--- config.mk ---
export PLATFORM = sky130hd
export DESIGN_NAME = uart_state_tx_flat
export DESIGN_NICKNAME = d
export VERILOG_FILES = /design/src/rtl/uart_state_tx_if.sv /design/src/rtl/uart_state_tx.sv /design/src/flat_wrapper.sv
export SDC_FILE = /design/constraint.sdc
export NUM_CORES = 1
export LEC_CHECK = 0
export ABC_AREA = 1
export CAP_MARGIN = 30
export CORE_MARGIN = 1
export CORE_UTILIZATION = 50
export DETAILED_ROUTE_END_ITERATION = 12
export PLACE_DENSITY_LB_ADDON = 0.25
export SYNTH_ARGS = -nofsm -noshare
export SYNTH_HDL_FRONTEND = slang
export SYNTH_SLANG_ARGS = --single-unit
export TNS_END_PERCENT = 10
--- constraint.sdc ---
create_clock -name clk -period 1.7 [get_ports clk]
set_clock_uncertainty 0.05 [all_clocks]
set_input_delay 0.34 -clock clk [delete_from_list [all_inputs] [get_ports clk]]
set_output_delay 0.34 -clock clk [all_outputs]
set_load 0.02 [all_outputs]
--- src/rtl/uart_state_tx_if.sv ---
// Telemetry UART transmitter bus: request, coordinates and line status.
// The master drives requests, the slave (transmitter) drives the line.
interface uart_state_tx_if;
    logic       send;
    logic [8:0] x;
    logic [8:0] y;
    logic       tx;
    logic       busy;
    logic       done;

    modport master (
        output send, x, y,
        input  tx, busy, done
    );

    modport slave (
        input  send, x, y,
        output tx, busy, done
    );
endinterface

--- src/rtl/uart_state_tx.sv ---
// Serial telemetry transmitter: 5-byte 8N1 packet carrying a latched
// x/y pair (header, high bits, x low, y low, xor checksum).
module uart_state_tx #(
    parameter int          CLKS_PER_BIT = 104,
    parameter logic [7:0]  HEADER       = 8'hA5
) (
    input  logic           clk,
    input  logic           rst,
    uart_state_tx_if.slave bus
);
    localparam int CW = (CLKS_PER_BIT > 1) ? $clog2(CLKS_PER_BIT) : 1;
    localparam logic [CW-1:0] TC = CW'(CLKS_PER_BIT - 1);

    typedef enum logic [1:0] {
        IDLE,
        START,
        DATA,
        STOP
    } state_t;

    state_t        state;
    logic [CW-1:0] cnt;
    logic [2:0]    bit_idx;
    logic [2:0]    byte_idx;
    logic [8:0]    x_q;
    logic [8:0]    y_q;
    logic          tx_q;
    logic          busy_q;
    logic          done_q;
    logic [7:0]    cur_byte;
    logic          wrap;

    assign bus.tx   = tx_q;
    assign bus.busy = busy_q;
    assign bus.done = done_q;

    assign wrap = (cnt == TC);

    // Byte currently being serialised, built from the latched coordinates.
    always_comb begin
        cur_byte = HEADER;
        case (byte_idx)
            3'd0: cur_byte = HEADER;
            3'd1: cur_byte = {6'b0, x_q[8], y_q[8]};
            3'd2: cur_byte = x_q[7:0];
            3'd3: cur_byte = y_q[7:0];
            default: cur_byte = HEADER
                              ^ {6'b0, x_q[8], y_q[8]}
                              ^ x_q[7:0]
                              ^ y_q[7:0];
        endcase
    end

    // Packet FSM with bit-time counter; tx/busy/done are all registered.
    always_ff @(posedge clk) begin
        if (rst) begin
            state    <= IDLE;
            cnt      <= '0;
            bit_idx  <= '0;
            byte_idx <= '0;
            x_q      <= '0;
            y_q      <= '0;
            tx_q     <= 1'b1;
            busy_q   <= 1'b0;
            done_q   <= 1'b0;
        end else begin
            done_q <= 1'b0;
            case (state)
                IDLE: begin
                    tx_q <= 1'b1;
                    cnt  <= '0;
                    if (bus.send) begin
                        x_q      <= bus.x;
                        y_q      <= bus.y;
                        byte_idx <= '0;
                        bit_idx  <= '0;
                        tx_q     <= 1'b0;
                        busy_q   <= 1'b1;
                        state    <= START;
                    end
                end
                START: begin
                    if (wrap) begin
                        cnt     <= '0;
                        bit_idx <= '0;
                        tx_q    <= cur_byte[0];
                        state   <= DATA;
                    end else begin
                        cnt <= cnt + 1'b1;
                    end
                end
                DATA: begin
                    if (wrap) begin
                        cnt <= '0;
                        if (bit_idx == 3'd7) begin
                            tx_q  <= 1'b1;
                            state <= STOP;
                        end else begin
                            bit_idx <= bit_idx + 3'd1;
                            tx_q    <= cur_byte[bit_idx + 3'd1];
                        end
                    end else begin
                        cnt <= cnt + 1'b1;
                    end
                end
                STOP: begin
                    if (wrap) begin
                        cnt <= '0;
                        if (byte_idx == 3'd4) begin
                            tx_q   <= 1'b1;
                            busy_q <= 1'b0;
                            done_q <= 1'b1;
                            state  <= IDLE;
                        end else begin
                            byte_idx <= byte_idx + 3'd1;
                            tx_q     <= 1'b0;
                            state    <= START;
                        end
                    end else begin
                        cnt <= cnt + 1'b1;
                    end
                end
                default: begin
                    tx_q   <= 1'b1;
                    busy_q <= 1'b0;
                    state  <= IDLE;
                end
            endcase
        end
    end
endmodule

--- src/flat_wrapper.sv ---
// flat-port wrapper written by rule: the top's interface ports become plain ports
module uart_state_tx_flat 
#(
    parameter int          CLKS_PER_BIT = 104,
    parameter logic [7:0]  HEADER       = 8'hA5
)
  (clk, rst, bus_send, bus_x, bus_y, bus_tx, bus_busy, bus_done);
  uart_state_tx_if bus_i ();
  input  logic clk;
  input  logic rst;
  input wire logic [$bits(bus_i.send)-1:0] bus_send;
  input wire logic [$bits(bus_i.x)-1:0] bus_x;
  input wire logic [$bits(bus_i.y)-1:0] bus_y;
  output wire logic [$bits(bus_i.tx)-1:0] bus_tx;
  output wire logic [$bits(bus_i.busy)-1:0] bus_busy;
  output wire logic [$bits(bus_i.done)-1:0] bus_done;
  assign bus_i.send = bus_send;
  assign bus_i.x = bus_x;
  assign bus_i.y = bus_y;
  assign bus_tx = bus_i.tx;
  assign bus_busy = bus_i.busy;
  assign bus_done = bus_i.done;
  uart_state_tx #(.CLKS_PER_BIT(CLKS_PER_BIT), .HEADER(HEADER)) u_core (.clk(clk), .rst(rst), .bus(bus_i));
endmodule
==> impl.org <==
** Run status
- The flow ran to the end, and the final reports show no timing, DRC or antenna violations.

** Clocking
- For this design, the CTS-stage hold fixing added 0 buffers.
- Clock tree synthesis selected as its root buffer the cell clkbuf_8.
- CTS tree :: done
- Clock slew seen by the registers of the worst setup and hold paths :: 70 ps
- Clock latency of the later-clocked register in the worst-skew pair :: about 280 ps
- Number of buffers on the longest clock path :: 2
- Number of clock buffers inserted by TritonCTS :: 5
- Clock sink total :: 36
- The H-tree was split into 2 levels.

** Global route
- Number of antenna violations at the first check in global routing :: 0
- Global routing finished with a remaining overflow of 0.
- Largest net degree at the start of global routing :: 33
- The first global-routing pass estimated 7.60 mm of wire.
- Global routing used 22.8% of the available tracks across all layers.
- Number of global-route vias before repair :: 1746

** Power
- Fraction of power consumed by the clock network :: between 20% and 30%
- Part of the total power dissipated in combinational logic :: 37.5%
- Portion of total power attributed to sequential cells :: 40.8%
- Net switching is around 37% of the power.
- For this design the total switching power over the nets is 0.00105 W.
- Cell Pwr Density :: 1080 nW/um^2
- Peak ir drop on the vdd network :: around 0.00063 V
- Summed over all cells, the static leakage comes to 1.12 nW.
- P_int :: 0.00180 W

** Routing
- Post-route DRC violation count :: 0
- First-iteration detailed-routing DRC count :: 74
- Final wirelength :: 4.44 mm
- Mean number of vias per cell :: 4.97
- Once detail routing completed, the nets flagged for antenna violations numbered 0.
- For this block, the via count after detailed routing is just under 2k.
- TritonRoute pass-1 iters :: 4
- In the final routed layout, each cell accounts on average for 11.1 um.

** STA
- The final-report max-slew violation count came to 0.
- For this run, the top clock speed supported by timing is 0.592 GHz.
- Measured against its own limit, the worst slew margin works out to 81.3%.
- Minimum clock period :: 1690 ps
- Transition at the pin with the smallest max-transition slack :: 280 ps
- Setup repair after global routing could not meet its margin everywhere.
- The final critical path takes up 99.4% of the cycle.
- Total count of hold-check failures in the final report :: 0
- The worst path meets setup with 9.83 ps of slack.
- Setup violators final :: 0
- Worst hold margin :: 370 ps
- After routing, the total negative slack on setup checks comes to 0 ps.

** Synth
- After synthesis the netlist holds a flip-flop and latch count of 36.
- Post-Syn Nets :: 341
- In this run the cell area of the synthesized design comes to 2070 sq um.
- Post-Syn Instances :: about 300
- After synthesis, the netlist uses 27 different library cells.
- In this run the mean area of a mapped cell was 6.72 sq um.
- Part of the Yosys area used for sequential elements :: 34.8%
- Syn. warnings :: 0

** Critical path
- By startpoint and endpoint, the worst setup path is classified as flip-flop to flip-flop.
- Arrival time at the worst endpoint :: 1870 ps
- Largest fanout on the critical path :: 4
- Endpoint kind of the worst setup timing path :: flip-flop
- The worst setup path is launched from a flip-flop.
- STA puts the critical path data required time at 1880 ps.

** Job
- The tool flagged a number of max-cap violations equal to 0.

** Floorplan
- The floorplan step defined a die boundary enclosing 4400 sq um.
- Die extent in y :: 66.4 um
- The floorplan has 23 rows.
- 24 I/O pins were placed.
- The floorplan step set the die width to 66.4 um.
- Placeable core region :: 4000 sq um
- Once the floorplan was initialized, standard cells occupied 51.8% of the core.

** Finish
- The area growth from synthesis to layout is 27.0%.
- 0 antenna diodes ended up in the layout.
- Ratio of cells with drive above 1 in the final layout :: between 15 and 20%
- At the end of the flow, the number of nets in the layout was 380.
- After routing the design area is 2630 sq um.
- Post-route insts no fill :: roughly 400

** Placed design
- After legalization and detailed placement, the total HPWL measured 3.33 mm.
- OpenSTA, run right after detailed placement, puts the worst setup slack at -47.0 ps.
- Global placement routability congestion :: between 0.9 and 1
- Placed cell areas :: 2440 sq um
- Once placement completed, the tool counted placed cells totaling 388.
- Input/output buffers :: 23

** Hold path
- The min-delay analysis places its worst path in the category flip-flop to flip-flop.
## repair_timing
item                                    CTS  global route
pin swaps                                 3             6
gates resized for setup                   7            22
endpoints found under the setup margin    1             9
setup buffers                             0             2
hold endpoints to repair                  0             0
## critical path, stage by stage (launching register included)
cell     delay (ps)
dfxtp_4         360
ha_4            160
ha_4            160
inv_1           100
nand2_2          80
nor2_4          120
buf_4           130
nand2_1          40
nand2_1          60
nand3_1          70
nand3_1          80
nand3_1          70
nand2_1          60
nand2_1          50
nand2_1          40
## state kept, by name (all words and copies together) (netlist names)
name,count
u_core.bus.done,1
u_core.state,2
u_core.cnt,7
u_core.byte_idx,3
u_core.bus.busy,1
u_core.y_q,9
u_core.bus.tx,1
u_core.x_q,9
u_core.bit_idx,3
## layer usage
layer / global-route usage, % / vias up / wire length (um)
li1: - / 1059 / -
met1: 29.4 / 886 / 2140
met2: 38.0 / 32 / 2100
met5: 0 / - / 0
met3: 4.66 / 2 / 169
met4: 6.38 / 0 / 28
## stage by stage
stage	util, %	power [W]
2_1_floorplan	-	0.00189
3_3_place_gp	61.0	0.00221
3_5_place_dp	61.0	0.00222
4_1_cts	64.0	0.00285
5_1_grt	65.7	0.00311
6_report	65.7	0.00285
## cells in the final DEF, fill, tap and decap left out, types with 2 or more instances in the layout
master,count
nor2_4,3
inv_1,37
nand4_1,2
clkbuf_8,6
ha_1,6
nor2_1,36
buf_6,2
dfxtp_2,2
a21oi_1,23
xor2_1,6
dfxtp_4,2
o21ai_2,2
nand2_2,9
nand2_1,66
clkdlybuf4s50_1,23
nor3_1,2
ha_4,3
o21ai_0,25
ha_2,3
nand3_1,24
clkbuf_1,2
inv_2,6
nor3_2,2
buf_4,15
dfxtp_1,32
## power groups by stage
stage / clock network [W] / logic [W] / registers [W]
after global routing: 0.000677 / 0.00125 / 0.00118
after CTS: 0.000639 / 0.00105 / 0.00116
after floorplan: 0 / 0.000723 / 0.00117
final: 0.000621 / 0.00107 / 0.00116
after global placement: 0 / 0.00103 / 0.00117
after detailed placement: 0 / 0.00104 / 0.00118
## cell usage after synthesis
library cell | count | share of area [%]
xnor2_1 | 1 | 0.42
nand2_2 | 4 | 1.2
o21ai_0 | 26 | 6.3
dfxtp_1 | 36 | 35
nor2_1 | 36 | 6.5
inv_2 | 1 | 0.18
nor2_2 | 2 | 0.60
nand4_2 | 1 | 0.60
nor3_1 | 2 | 0.48
nor3b_1 | 1 | 0.36
buf_6 | 1 | 0.54
a21oi_1 | 24 | 5.8
or2_0 | 1 | 0.30
ha_1 | 12 | 7.3
a211oi_1 | 1 | 0.36
o21ai_2 | 1 | 0.42
xor2_1 | 6 | 2.5
nor2_4 | 2 | 1.1
o21ai_1 | 1 | 0.24
a21oi_4 | 1 | 0.79
clkbuf_1 | 6 | 1.1
nand4_1 | 2 | 0.60
nand2_1 | 71 | 13
buf_2 | 1 | 0.24
nand3_1 | 24 | 5.8
inv_1 | 42 | 7.6
nor3_2 | 2 | 0.97
## path summary, 6_finish.rpt
check                startpoint            end  slack (ps)  depth (start not counted)
max          u_core.byte_idx[1]  u_core.bus.tx          10                         14
min               u_core.cnt[0]  u_core.cnt[0]         370                          1
max reg2reg  u_core.byte_idx[1]  u_core.bus.tx          10                         14
min reg2reg       u_core.cnt[0]  u_core.cnt[0]         370                          1
## cells by family (layout without fill, tap and decap cells)
group / Yosys count / after routing / synth area share, %
buffers and inverters: 51 / 91 / 9.67
XOR/XNOR: 7 / 7 / 2.96
AO/OA/AOI/OAI: 54 / 54 / 13.9
flip-flops: 36 / 36 / 34.8
AND/OR/NAND/NOR: 148 / 148 / 31.4
adder cells (fa/ha/maj): 12 / 12 / 7.25
## cell type report
| class | count | area [sq um] |
|---|---|---|
| Fill cell | 374 | 1370 |
| Timing Repair Buffer | 40 | 365 |
| Sequential cell | 36 | 731 |
| Inverter | 43 | 161 |
| Clock buffer | 8 | 90.1 |
| Tap cell | 50 | 62.6 |
| Multi-Input combinational cell | 221 | 1220 |
Power figures use the tool's default switching activity.
